$ cat src/rtl/alu_div_iter_pkg.sv
// Shared types for the execute-stage ALU and its iterative divider.
// Divider FSM states live here so the execute stage can observe them.
package alu_div_iter_pkg;

    typedef enum logic [3:0] {
        ALU_ADD,
        ALU_SUB,
        ALU_AND,
        ALU_OR,
        ALU_XOR,
        ALU_NOR,
        ALU_SLT,
        ALU_SLTU,
        ALU_SLL,
        ALU_SRL,
        ALU_SRA,
        ALU_LUI,
        ALU_DIV,
        ALU_DIVU
    } alu_function;

    typedef enum logic [2:0] {
        DIV_IDLE,
        DIV_PREP,
        DIV_ITER,
        DIV_FIX,
        DIV_DONE
    } div_state_t;

endpackage

$ cat src/rtl/alu_div_step.sv
// One restoring-division step: shift in a dividend bit, trial-subtract.
// Combinational; the caller registers the partial remainder.
module alu_div_step #(
    parameter int N = 32
) (
    input  logic [N:0]   rem_i,
    input  logic         msb_i,
    input  logic [N-1:0] dvs_i,
    output logic [N:0]   rem_o,
    output logic         q_o
);

    logic [N+1:0] shifted;
    logic [N+1:0] diff;

    always_comb begin
        shifted = {rem_i, msb_i};
        diff    = shifted - {2'b00, dvs_i};
        q_o     = ~diff[N+1];
        rem_o   = q_o ? diff[N:0] : shifted[N:0];
    end

endmodule

$ cat src/rtl/alu_div_iter.sv
// Multi-cycle radix-2 restoring divider for DIV/DIVU.
// Signed operands are divided as magnitudes and the signs fixed up at the end.
module alu_div_iter
    import alu_div_iter_pkg::*;
#(
    parameter int N = 32
) (
    input  logic         clk,
    input  logic         rst_n,
    input  logic         start,
    input  logic         abort,
    input  logic         is_signed,
    input  logic [N-1:0] a,
    input  logic [N-1:0] b,
    output logic         busy,
    output logic         done,
    output logic         div_by_zero,
    output logic [N-1:0] quotient,
    output logic [N-1:0] remainder
);

    localparam int CW = $clog2(N);
    localparam logic [CW-1:0] LAST = CW'(N - 1);

    div_state_t    state_q, state_d;
    logic [N-1:0]  dvd_q, dvd_d;
    logic [N-1:0]  dvs_q, dvs_d;
    logic [N:0]    rem_q, rem_d;
    logic [CW-1:0] cnt_q, cnt_d;
    logic          sgn_q, sgn_d;
    logic          qneg_q, qneg_d;
    logic          rneg_q, rneg_d;
    logic          zero_q, zero_d;
    logic [N-1:0]  quot_q, quot_d;
    logic [N-1:0]  remo_q, remo_d;
    logic          dbz_q, dbz_d;

    logic [N:0]    step_rem;
    logic          step_q;

    alu_div_step #(.N(N)) u_step (
        .rem_i (rem_q),
        .msb_i (dvd_q[N-1]),
        .dvs_i (dvs_q),
        .rem_o (step_rem),
        .q_o   (step_q)
    );

    always_comb begin
        state_d = state_q;
        dvd_d   = dvd_q;
        dvs_d   = dvs_q;
        rem_d   = rem_q;
        cnt_d   = cnt_q;
        sgn_d   = sgn_q;
        qneg_d  = qneg_q;
        rneg_d  = rneg_q;
        zero_d  = zero_q;
        quot_d  = quot_q;
        remo_d  = remo_q;
        dbz_d   = dbz_q;
        unique case (state_q)
            DIV_IDLE: begin
                if (start && !abort) begin
                    state_d = DIV_PREP;
                    dvd_d   = a;
                    dvs_d   = b;
                    sgn_d   = is_signed;
                end
            end
            DIV_PREP: begin
                if (abort) begin
                    state_d = DIV_IDLE;
                end else if (dvs_q == '0) begin
                    // Skip the iterations but keep the FIX slot for latency.
                    state_d = DIV_FIX;
                    zero_d  = 1'b1;
                end else begin
                    state_d = DIV_ITER;
                    zero_d  = 1'b0;
                    qneg_d  = sgn_q & (dvd_q[N-1] ^ dvs_q[N-1]);
                    rneg_d  = sgn_q & dvd_q[N-1];
                    if (sgn_q && dvd_q[N-1]) dvd_d = -dvd_q;
                    if (sgn_q && dvs_q[N-1]) dvs_d = -dvs_q;
                    rem_d   = '0;
                    cnt_d   = '0;
                end
            end
            DIV_ITER: begin
                if (abort) begin
                    state_d = DIV_IDLE;
                end else begin
                    rem_d = step_rem;
                    dvd_d = {dvd_q[N-2:0], step_q};
                    cnt_d = cnt_q + 1'b1;
                    if (cnt_q == LAST) state_d = DIV_FIX;
                end
            end
            DIV_FIX: begin
                if (abort) begin
                    state_d = DIV_IDLE;
                end else if (zero_q) begin
                    state_d = DIV_DONE;
                    quot_d  = '1;
                    remo_d  = dvd_q;
                    dbz_d   = 1'b1;
                end else begin
                    state_d = DIV_DONE;
                    quot_d  = qneg_q ? -dvd_q : dvd_q;
                    remo_d  = rneg_q ? -rem_q[N-1:0] : rem_q[N-1:0];
                    dbz_d   = 1'b0;
                end
            end
            DIV_DONE: begin
                state_d = DIV_IDLE;
            end
            default: begin
                state_d = DIV_IDLE;
            end
        endcase
    end

    always_ff @(posedge clk or negedge rst_n) begin
        if (!rst_n) begin
            state_q <= DIV_IDLE;
            dvd_q   <= '0;
            dvs_q   <= '0;
            rem_q   <= '0;
            cnt_q   <= '0;
            sgn_q   <= 1'b0;
            qneg_q  <= 1'b0;
            rneg_q  <= 1'b0;
            zero_q  <= 1'b0;
            quot_q  <= '0;
            remo_q  <= '0;
            dbz_q   <= 1'b0;
        end else begin
            state_q <= state_d;
            dvd_q   <= dvd_d;
            dvs_q   <= dvs_d;
            rem_q   <= rem_d;
            cnt_q   <= cnt_d;
            sgn_q   <= sgn_d;
            qneg_q  <= qneg_d;
            rneg_q  <= rneg_d;
            zero_q  <= zero_d;
            quot_q  <= quot_d;
            remo_q  <= remo_d;
            dbz_q   <= dbz_d;
        end
    end

    assign busy        = (state_q == DIV_PREP) || (state_q == DIV_ITER)
                         || (state_q == DIV_FIX);
    assign done        = (state_q == DIV_DONE);
    assign div_by_zero = dbz_q;
    assign quotient    = quot_q;
    assign remainder   = remo_q;

endmodule

$ cat config.mk
export PLATFORM = sky130hd
export DESIGN_NAME = alu_div_iter
export DESIGN_NICKNAME = d
export VERILOG_FILES = /design/src/rtl/alu_div_iter_pkg.sv /design/src/rtl/alu_div_step.sv /design/src/rtl/alu_div_iter.sv
export SDC_FILE = /design/constraint.sdc
export NUM_CORES = 1
export LEC_CHECK = 0
export CORE_MARGIN = 2
export CORE_UTILIZATION = 57
export CTS_BUF_LIST = sky130_fd_sc_hd__clkbuf_4 sky130_fd_sc_hd__clkbuf_8
export DETAILED_ROUTE_END_ITERATION = 8
export HOLD_SLACK_MARGIN = 0.1
export PLACE_DENSITY = 0.81
export SYNTH_ARGS = -nofsm -noshare
export SYNTH_HDL_FRONTEND = slang
export SYNTH_SLANG_ARGS = --single-unit
$ cat constraint.sdc
create_clock -name clk -period 4.6 [get_ports clk]
set_clock_uncertainty 0.1 [all_clocks]
set_input_delay 0.92 -clock clk [delete_from_list [all_inputs] [get_ports clk]]
set_output_delay 0.92 -clock clk [all_outputs]
set_load 0.1 [all_outputs]
After elaboration in Yosys (flattened, before gate mapping)
Index checks and enable logic that the tools add are counted.
{"block": "totals", "ff_bits": 174, "inputBits": 69, "output_inout_bits": 67, "wordCells": 87}
{"block": "op_classes", "add_sub_neg": 5, "eq_ne": 12, "muxes": 33, "bitwise_logic": 6, "n_reduce_logical": 19}
{"operator": "32-bit two-way mux", "n": 13}
{"operator": "33-bit two-way mux", "n": 4}
{"operator": "32-bit negator", "n": 3}
{"operator": "32-bit case mux with 3 select lines", "n": 1}
{"operator": "33-bit case mux with 2 select lines", "n": 1}
{"operator": "32-bit case mux with 2 select lines", "n": 1}
{"operator": "34-bit by 32-bit subtractor with 34-bit output", "n": 1}
{"operator": "32-bit zero test", "n": 1}
{"operator": "5-bit two-way mux", "n": 3}
{"operator": "3-bit two-way mux", "n": 4}
{"operator": "2-bit != test, second input constant", "n": 6}
{"operator": "3-bit case mux with 4 select lines", "n": 1}
{"operator": "5-bit case mux with 2 select lines", "n": 1}
{"operator": "2-bit AND reduction", "n": 4}
{"operator": "3-bit by 2-bit equality test with 1-bit output, second input constant", "n": 2}
{"operator": "6-bit AND reduction", "n": 1}
{"operator": "5-bit by 1-bit adder with 5-bit output, second input constant", "n": 1}
{"operator": "5-bit equality test, second input constant", "n": 1}
{"operator": "5-bit AND reduction", "n": 1}
{"operator": "4-bit AND reduction", "n": 1}
{"operator": "2-bit nonzero test", "n": 2}
{"operator": "3-bit by 1-bit equality test with 1-bit output, second input constant", "n": 1}
{"operator": "3-bit equality test, second input constant", "n": 1}
{"operator": "1-bit logical AND", "n": 3}
{"operator": "other kinds (11)", "n": 17}

Logic depth before layout (Yosys ltp)
Gate-level depths: netlist of the first run.
{"block": "depth", "ltp_word": 5, "mapped_depth": 15, "ltp_nobuf": 13}

Hierarchy
From an unflattened synthesis of the first run, not the netlist that was laid out.
{"block": "unflattened", "cells_unflattened": 1457, "area_unflattened_um2": 12070.3}
{"module": "alu_div_iter", "n_inst": 1, "cells_per_inst": 1151, "area_per_inst_um2": 9857.0, "seq_area_each_um2": 4354.2}
{"module": "alu_div_step", "n_inst": 1, "cells_per_inst": 306, "area_per_inst_um2": 2213.4, "seq_area_each_um2": 0.0}

Worst setup path after synthesis of the first run
No wires, ideal clock.
{"block": "synth_timing", "kind": "reg-to-reg", "start": "register dvs_q[26]", "end": "register rem_q[10]", "setup_time_ns": 0.133, "arrival_time_ns": 3.121, "required_ns": 4.367, "setup_slack_ns": 1.246, "stages_incl_launch_ff": 16, "n_path_buf": 4, "synth_period_minus_slack_ns": 3.354, "path_cell_list": "dfrtp_1 -> clkbuf_1 -> inv_1 -> ha_1 -> clkbuf_1 -> and3_1 -> and2_1 -> a221oi_1 -> o21ai_0 -> a2111o_1 -> o221ai_1 -> clkbuf_1 -> clkbuf_1 -> nor2_1 -> a21oi_1 -> o21ai_0"}
{"block": "synth_via", "elab_chain_cells": 4, "word_cells_on_any_way": 7, "cone_classes": "add/sub: 1; eq/ne: 1; mux: 3; reduce/logical: 2"}
{"item": "from (decl)", "line": "alu_div_iter.sv:27", "source": "logic [N-1:0] dvs_q, dvs_d;"}
{"item": "from (signal assigned)", "line": "alu_div_iter.sv:140", "source": "dvs_q <= dvs_d;"}
{"item": "34-bit by 32-bit subtractor with 34-bit output", "line": "alu_div_step.sv:18", "source": "diff = shifted - {2'b00, dvs_i};"}
{"item": "33-bit two-way mux", "line": "alu_div_step.sv:20", "source": "rem_o = q_o ? diff[N:0] : shifted[N:0];"}
{"item": "33-bit two-way mux", "line": "alu_div_iter.sv:90", "source": "if (abort) begin"}
{"item": "33-bit case mux with 2 select lines", "line": "alu_div_iter.sv:62", "source": "unique case (state_q)"}
{"item": "to (signal assigned)", "line": "alu_div_iter.sv:141", "source": "rem_q <= rem_d;"}
{"item": "to (decl)", "line": "alu_div_iter.sv:28", "source": "logic [N:0] rem_q, rem_d;"}
Parallel ways exist; a longest one is shown, timed or not. The select of a mux whose other input is x is not followed.
A chain may end at the register's enable or synchronous reset.

Worst setup path in the final report of the first run
{"block": "layout_timing", "start": "register dvs_q[24]", "end": "register rem_q[10]"}
The elaborated chain is that of the path after synthesis.

==> results of run 1 <==
==> final timing paths <==
| check | from | to | slack (ns) | cells past startpoint |
|---|---|---|---|---|
| setup / recovery | dvs_q[24]$_DFFE_PN0P_ | rem_q[10]$_DFFE_PN0P_ | 0.87 | 12 |
| hold / removal | rst_n | quotient[17]$_DFFE_PN0P_ | 0.38 | 1 |
| setup reg to reg | dvs_q[24]$_DFFE_PN0P_ | rem_q[10]$_DFFE_PN0P_ | 0.87 | 12 |
| hold reg to reg | remainder[17]$_DFFE_PN0P_ | remainder[17]$_DFFE_PN0P_ | 0.38 | 2 |
| max in group asynchronous | rst_n | rem_q[29]$_DFFE_PN0P_ | 3.03 | 2 |
| min in group clk | remainder[17]$_DFFE_PN0P_ | remainder[17]$_DFFE_PN0P_ | 0.38 | 2 |
==> routing by layer <==
layer | GRT usage | vias up | share of wire
li1 | - | 5237 | -
met4 | 0.160 | 0 | 0.049
met2 | 0.522 | 548 | 0.47
met5 | 0 | - | 0
met3 | 0.0484 | 82 | 0.076
met1 | 0.427 | 5277 | 0.41
==> metrics by stage <==
| step | instances | total power, mW |
|---|---|---|
| final | 1770 | 6.46 |
| after global routing | 1770 | 6.77 |
| after CTS | 1770 | 6.45 |
| after detailed placement | 1738 | 5.39 |
| after global placement | 1738 | 5.33 |
| after floorplan | 1424 | 4.54 |
==> cell usage after synthesis (12+ instances only) <==
library cell | n | area (sq um)
nand3_1 | 31 | 155
nand4_1 | 12 | 75.1
or3_1 | 24 | 150
dfrtp_1 | 174 | 4350
inv_1 | 47 | 176
xnor2_1 | 41 | 359
nor2_1 | 157 | 589
xor2_1 | 62 | 543
and3_1 | 19 | 119
o22ai_1 | 17 | 106
a21oi_1 | 133 | 666
nor3_1 | 35 | 175
a31oi_1 | 17 | 106
nand2_1 | 158 | 593
o21ai_0 | 158 | 791
a22oi_1 | 13 | 97.6
clkbuf_1 | 91 | 342
a221oi_1 | 24 | 210
ha_1 | 37 | 463
==> cells by family (layout without fill, tap and decap cells) <==
group / Yosys count / after routing / synth area share
fa+ha+maj: 38 / 38 / 0.0420
buf+inv: 149 / 230 / 0.0489
flops: 174 / 174 / 0.379
compound gates: 466 / 466 / 0.250
xor+xnor: 103 / 103 / 0.0785
mux: 9 / 9 / 0.00795
simple gates: 485 / 485 / 0.194
==> layout by cell type (no fill, tap or decap), types with 12 or more instances in the layout <==
| cell type | instances |
|---|---|
| dfrtp_1 | 174 |
| nand2_1 | 158 |
| o21ai_0 | 158 |
| nor2_1 | 155 |
| clkdlybuf4s50_1 | 134 |
| a21oi_1 | 133 |
| xor2_1 | 62 |
| inv_1 | 47 |
| xnor2_1 | 41 |
| ha_1 | 37 |
| nor3_1 | 34 |
| nand3_1 | 30 |
| a221oi_1 | 24 |
| or3_1 | 23 |
| and3_1 | 19 |
| clkbuf_8 | 18 |
| a31oi_1 | 17 |
| o22ai_1 | 17 |
| buf_4 | 15 |
| a22oi_1 | 13 |
| nand4_1 | 12 |
==> final cells by class <==
| type | count | area (sq um) |
|---|---|---|
| multi-input cells | 1101 | 6620 |
| fillers | 1651 | 6300 |
| flip-flops and latches | 174 | 4350 |
| repair buffers | 151 | 1490 |
| well taps | 265 | 332 |
| clock buffers | 19 | 255 |
| inverters | 47 | 176 |
| clock inverters | 13 | 126 |
==> power by group <==
group	total (mW)	internal (mW)	switching [mW]
combinational	3.08	0.913	2.17
clock	1.07	0.459	0.608
sequential	2.31	1.85	0.468
==> flip-flops by register name, summed over array words and instances (netlist names) <==
register     flops
cnt_q            5
div_by_zero      1
dvd_q           32
dvs_q           32
qneg_q           1
quotient        32
rem_q           33
remainder       32
rneg_q           1
sgn_q            1
state_q          3
zero_q           1
==> results.cfg, run 1 <==
[routing]
drt-total-wl_um = 34700
routedWlPerCell_um = 19.6
drt_first_pass_iters = 6
via_count = 11144
ant_nets = 0
avgViaCountPerCell = 6.30
drt_iter0_markers = 1173
drc_errors = 0

[layout]
stdcell_area_sq_um = 13400
layout-drive-gt1-share = 0.0478
area_growth_pct = 16.2
fin_nets = 1599
utilization = 0.679
antenna_cells = 0

[synthesis]
synth_nets = 1531
syn-mean-instance-area_sq_um = 8.07
synth_area_sq_um = 11500
ys_seq_area_frac = 0.379
synth_ff_type = dfrtp_1
yosysWarnings = 0
synth-async-reset-ratio = 1.00
synth.distinct_cells = 66
ys_ff_latch = 174
synth-edff-count = 0
synth_cells = 1424

[sta]
slew_viol_final = 0
holdWs_ns = 0.376
final.min_clock_period_ns = 3.73
finalCritPeriodShare = 0.810
finalWorstSetupSlack_ns = 0.872
setup_tns_ns = 0
hold_violations = 0
relSlewSlack = 0.187
max_freq_mhz = 268
rsz0062_at_grt = no
setup_violations = 0
worst_pin_slew_ns = 1.22

[run_status]
outcome = finished, final reports clean

[die]
initial_utilization = 0.585
die_h_um = 146
fp.dieArea_sq_um = 21300
rows = 51
coreArea_sq_um = 19700
die_x_um = 146
num_io_pins = 136

[place]
pre_cts_ws_ns = 0.940
placed_cell_area_sq_um = 13000
gp_congestion = 0.988
dpl.hpwl_um = 25600
port_buffers = 135

[worst_setup_path]
critPathMaxFanout = 34
path_delay_family = compound AO/OA/AOI/OAI gates
cp.required_ns = 4.85
worstSetupEndpointType = flop
crit_chain = inv_1 -> ha_1 -> a21oi_1 -> o21ai_0 -> a221oi_1 -> o21ai_0 -> a2111o_1 -> o221ai_4 -> buf_4 -> nor2_1 -> a21oi_1 -> o21ai_0
max_stage_delay_ns = 0.47
worstPathArrival_ns = 3.98
cpMostUsedCell = o21ai_0
path_buf_inv = 2
critPathLaunchType = flop
slowest_stage = a2111o_1
worstSetupPathType = flop to flop

[clocking]
clockRootBuffer = clkbuf_8
clock_latency_ns = 0.48
cts_max_level = 4
post_cts_buffers = 0
max-clock-path-buffers = 2
numCtsBuffers = 17
cts_resized = 0
clk_pin_slew_ns = 0.11
holdBufCountCts = 0
clock-sinks = 174
cts_tree = yes

[global_routing]
grt_pass1_vias = 10446
antenna_found_initial = 0
grtUsageTotal = 0.323
grt_pass1_wl_um = 55300
grt_max_degree = 92
grt-ovfl-total = 0

[run]
max-cap-violations = 0

[power]
power_density_nw_per_um2 = 484
power.leakage_nw = 5.73
peakVddDrop_mv = 0.312

[worst_hold_path]
hold_path.class = input port to async pin
No activity file was read; power rests on OpenSTA's default activity.
==> run 2: changes to the inputs <==
Settings changed: CORE_UTILIZATION 57 to 53, PLACE_DENSITY 0.81 to 0.79.
Clock period 4.6 ns to 3.18 ns, I/O delays scaled along.
==> results.cfg, run 2 (synthesis results as in run 1) <==
[sta]
hold_violations = 0
final.min_clock_period_ns = 3.20
max_freq_mhz = 312
finalWorstSetupSlack_ns = -0.0249
finalCritPeriodShare = 1.01
setup_violations = 1
rsz0062_at_grt = yes
worst_pin_slew_ns = 1.16
relSlewSlack = 0.229
slew_viol_final = 0

[worst_setup_path]
critPathMaxFanout = 4
slowest_stage = or4_4
crit_chain = or4_4 -> nor4_4 -> or3b_4 -> or4_4 -> or3_4 -> o31ai_4 -> xnor2_1 -> a221o_1
critPathLaunchType = flop
regToRegSetupSlack_ns = -0.02
worstPathArrival_ns = 3.48
reg2reg_depth = 8
r2r-end = remainder[29]$_DFFE_PN0P_
max_stage_delay_ns = 0.57
cp.required_ns = 3.45
r2r-start = rem_q[10]$_DFFE_PN0P_
worstSetupEndpointType = flop
worstSetupPathType = flop to flop
cpMostUsedCell = or4_4
path_delay_family = simple AND/OR/NAND/NOR gates
path_buf_inv = 0

[power]
p_int_mw = 4.88
power.leakage_nw = 6.48
power_switching_mw = 4.80
combPwrFrac = 0.493
p_clk_frac = 0.171
peakVddDrop_mv = 0.410
power_density_nw_per_um2 = 676
p_seq_frac = 0.336
swShare = 0.496

[place]
placed_cell_area_sq_um = 13600
dpl.hpwl_um = 26500
pre_cts_ws_ns = -0.0488
gp_congestion = 0.899
port_buffers = 135
place_inst = 1840

[global_routing]
grtUsageTotal = 0.312
grt_pass1_wl_um = 55100
grt-ovfl-total = 0
antenna_found_initial = 0
grt_max_degree = 70
grt_pass1_vias = 10590

[worst_hold_path]
hold_path_depth = 2
hold_path.class = flop to flop
holdPathEnd = remainder[18]$_DFFE_PN0P_
holdCritStartpoint = remainder[18]$_DFFE_PN0P_

[layout]
final_cells = 1893
final_common_cell = buf_4
antenna_cells = 0
fin_nets = 1712
layout-drive-gt1-share = 0.178
stdcell_area_sq_um = 14300
utilization = 0.678
layout_common_cells = buf_4, dfrtp_1, nand2_1
fill_cells = 1759
regMostFlops = rem_q
largest_register_ff_count = 33
area_growth_pct = 24.7

[die]
fp.dieArea_sq_um = 22900
coreArea_sq_um = 21200
initial_utilization = 0.543
die_h_um = 151
rows = 53
num_io_pins = 136
die_x_um = 151

[routing]
avgViaCountPerCell = 6.08
drt-total-wl_um = 35800
drc_errors = 0
ant_nets = 0
drt_iter0_markers = 986
routedWlPerCell_um = 18.9
via_count = 11502
drt_first_pass_iters = 8

[clocking]
clockRootBuffer = clkbuf_8
clock_latency_ns = 0.48
numCtsBuffers = 17
cts_max_level = 4
clk_pin_slew_ns = 0.10
clock-sinks = 174
max-clock-path-buffers = 2
cts_tree = yes

[run]
max-cap-violations = 0

[run_status]
outcome = finished, violations left
violations = negative setup slack
==> run 2: cell types whose count changed in the layout (fill, tap and decap cells not counted), sizes merged <==
cell / delta
clkdlybuf4s50: -67
bufinv: +1
buf: +178
inv: -1
clkbuf: +1
clkinvlp: -1
dlygate4sd3: +1
clkinv: +1
==> run 2: layout make-up <==
cell class	count	area [sq um]	area share
flip-flops and latches	174	4360	0.304
well taps	275	344	0.0240
clock buffers	19	262	0.0182
multi-input cells	1101	6800	0.475
clock inverters	13	153	0.0106
inverters	47	176	0.0123
repair buffers	264	2240	0.156
==> run 2: worst max-delay path by stage <==
stage	from	to	cells after the start	slack, ns
2_1_floorplan	dvs_q[26]$_DFFE_PN0P_	rem_q[1]$_DFFE_PN0P_	14	0.02
3_3_place_gp	dvd_q[31]$_DFFE_PN0P_	rem_q[32]$_DFFE_PN0P_	13	0.02
3_5_place_dp	rem_q[9]$_DFFE_PN0P_	remainder[29]$_DFFE_PN0P_	8	-0.05
4_1_cts	dvd_q[2]$_DFFE_PN0P_	quotient[29]$_DFFE_PN0P_	9	0.007
5_1_grt	rem_q[10]$_DFFE_PN0P_	remainder[29]$_DFFE_PN0P_	8	-0.11
6_report	rem_q[10]$_DFFE_PN0P_	remainder[29]$_DFFE_PN0P_	8	-0.02
==> run 2: per-stage QoR <==
step	TNS [ns]	hold WS [ns]	power, mW
5_1_grt	-0.476	0.417	10.2
4_1_cts	0	0.398	9.59
3_5_place_dp	-0.0978	0.374	7.95
2_1_floorplan	0	0.240	6.57
3_3_place_gp	0	0.366	7.86
6_report	-0.0249	0.389	9.69
==> run 2: power groups by stage <==
stage | clock network [mW] | logic, mW | registers (mW)
2_1_floorplan | 0 | 1.89 | 4.68
3_3_place_gp | 0 | 4.61 | 3.25
3_5_place_dp | 0 | 4.68 | 3.27
4_1_cts | 1.67 | 4.70 | 3.23
5_1_grt | 1.76 | 5.09 | 3.32
6_report | 1.66 | 4.78 | 3.25
==> run 2: timing repair <==
action	4_1_cts	5_1_grt
endpoints found under the hold margin	57	0
endpoints found under the setup margin	8	51
gates cloned	0	2
pin swaps	1	16
resized for setup	4	46
hold buffers	1	0
buffers inserted	2	16
==> run 2: worst min-delay path, delay by kind of cell, from the launching register on <==
kind            cells  cell delay [ns]
simple gates        1             0.05
flops               1             0.36
compound gates      1             0.06
==> run 2: metal layers <==
metal	GRT usage	routed length (um)	share of wire
met5	0	0	0
met4	0.181	2140	0.060
met2	0.494	16400	0.46
met3	0.0488	2740	0.076
met1	0.405	14500	0.41
==> run 3: changes to the inputs <==
Settings changed: SKIP_LAST_GASP set to 1.
==> results.cfg, run 3 (synthesis results as in run 1) <==
[run_status]
outcome = finished, violations left
violations = negative setup slack

[clocking]
max-clock-path-buffers = 2
clock_latency_ns = 0.48
numCtsBuffers = 17
clock-sinks = 174
clockRootBuffer = clkbuf_8
cts_max_level = 4
clk_pin_slew_ns = 0.10
cts_tree = yes

[worst_setup_path]
max_stage_delay_ns = 0.57
worstSetupEndpointType = flop
r2r-start = rem_q[10]$_DFFE_PN0P_
crit_chain = or4_4 -> nor4_4 -> or3b_4 -> or4_4 -> or3_4 -> o31ai_4 -> xnor2_1 -> a221o_1
critPathMaxFanout = 4
slowest_stage = or4_4
critPathLaunchType = flop
worstSetupPathType = flop to flop
worstPathArrival_ns = 3.47
cp.required_ns = 3.45
cp-startpoint = rem_q[10]$_DFFE_PN0P_
cpMostUsedCell = or4_4

[routing]
drt-total-wl_um = 35500
drt_iter0_markers = 1040
drc_errors = 0
drt_first_pass_iters = 6
routedWlPerCell_um = 18.8
via_count = 11488
ant_nets = 0
avgViaCountPerCell = 6.07

[layout]
regMostFlops = rem_q
largest_register_ff_count = 33
layout-drive-gt1-share = 0.176
layout_common_cells = buf_4, dfrtp_1, nand2_1
fin_nets = 1711
antenna_cells = 0
final_common_cell = buf_4
area_growth_pct = 24.5

[global_routing]
grtUsageMet1 = 0.405
grt_max_degree = 70
grt_busiest_layer = met2
antenna_found_initial = 0
use_met2 = 0.494
grtUsageTotal = 0.312
gr-usage-met3 = 0.0488
grt_pass1_vias = 10590
grt_pass1_wl_um = 55100
grt-ovfl-total = 0

[power]
peakVddDrop_mv = 0.410
power.leakage_nw = 6.48
power_density_nw_per_um2 = 676
power_mw = 9.67

[sta]
worst_pin_slew_ns = 1.15
finalWorstSetupSlack_ns = -0.0245
finalCritPeriodShare = 1.01
max_freq_mhz = 312
setup_violations = 2
final.min_clock_period_ns = 3.20
rsz0062_at_grt = yes
hold_violations = 0
slew_viol_final = 0
relSlewSlack = 0.233

[die]
die_x_um = 151
num_io_pins = 136
die_h_um = 151
rows = 53
initial_utilization = 0.543
fp.dieArea_sq_um = 22900
coreArea_sq_um = 21200

[place]
dpl.hpwl_um = 26500
gp_congestion = 0.899
port_buffers = 135
pre_cts_ws_ns = -0.0488

[worst_hold_path]
hold_path.class = flop to flop
holdCritStartpoint = quotient[0]$_DFFE_PN0P_

[run]
max-cap-violations = 0
run 3: critical path, delay by kind of cell, from the launching register on:
family,cells,cell delay (ns)
AOI/OAI and AO/OA,2,0.55
DFF,1,0.39
and+or+nand+nor,5,1.96
xor gates and xnor gates,1,0.10
run 3: path summary, 6_finish.rpt:
check	depth (start not counted)	to	slack (ns)
max	8	remainder[29]$_DFFE_PN0P_	-0.02
min	2	quotient[0]$_DFFE_PN0P_	0.39
max reg2reg	8	remainder[29]$_DFFE_PN0P_	-0.02
min reg2reg	2	quotient[0]$_DFFE_PN0P_	0.39
max in group asynchronous	3	rem_q[2]$_DFFE_PN0P_	1.49
min in group asynchronous	2	quotient[20]$_DFFE_PN0P_	0.59
run 3: cell type report:
type	instances	area (sq um)
Clock buffer	19	262
Sequential cell	174	4360
Tap cell	275	344
Fill cell	1759	6850
Multi-Input combinational cell	1101	6780
Timing Repair Buffer	263	2230
Inverter	47	176
Clock inverter	13	153
run 3: repair_timing:
item | 4_1_cts | 5_1_grt
endpoints found under the hold margin | 57 | 0
pin swaps | 1 | 14
endpoints found under the setup margin | 8 | 51
hold buffers | 1 | 0
gates resized for setup | 3 | 44
buffers inserted | 2 | 15
cloned | 0 | 2
run 3: metal layers:
| layer | share of wire | vias up |
|---|---|---|
| met5 | 0 | - |
| met4 | 0.059 | 0 |
| met3 | 0.077 | 104 |
| met2 | 0.46 | 546 |
| met1 | 0.40 | 5379 |
| li1 | - | 5459 |
run 3: power breakdown:
| group | switching, mW | internal (mW) | total (mW) |
|---|---|---|---|
| Clock | 0.893 | 0.758 | 1.65 |
| Sequential | 0.582 | 2.67 | 3.25 |
| Combinational | 3.31 | 1.45 | 4.77 |
| Total | 4.79 | 4.88 | 9.67 |
run 3: stage by stage:
step | std cells | utilization | area, sq um | hold WS (ns) | setup TNS (ns)
final | 1892 | 0.676 | 14300 | 0.390 | -0.0415
after global routing | 1892 | 0.676 | 14300 | 0.417 | -0.859
after CTS | 1875 | 0.662 | 14000 | 0.398 | -0.0228
after detailed placement | 1840 | 0.641 | 13600 | 0.374 | -0.0978
after global placement | 1840 | 0.641 | 13600 | 0.366 | 0
after floorplan | 1424 | - | 11500 | 0.240 | 0
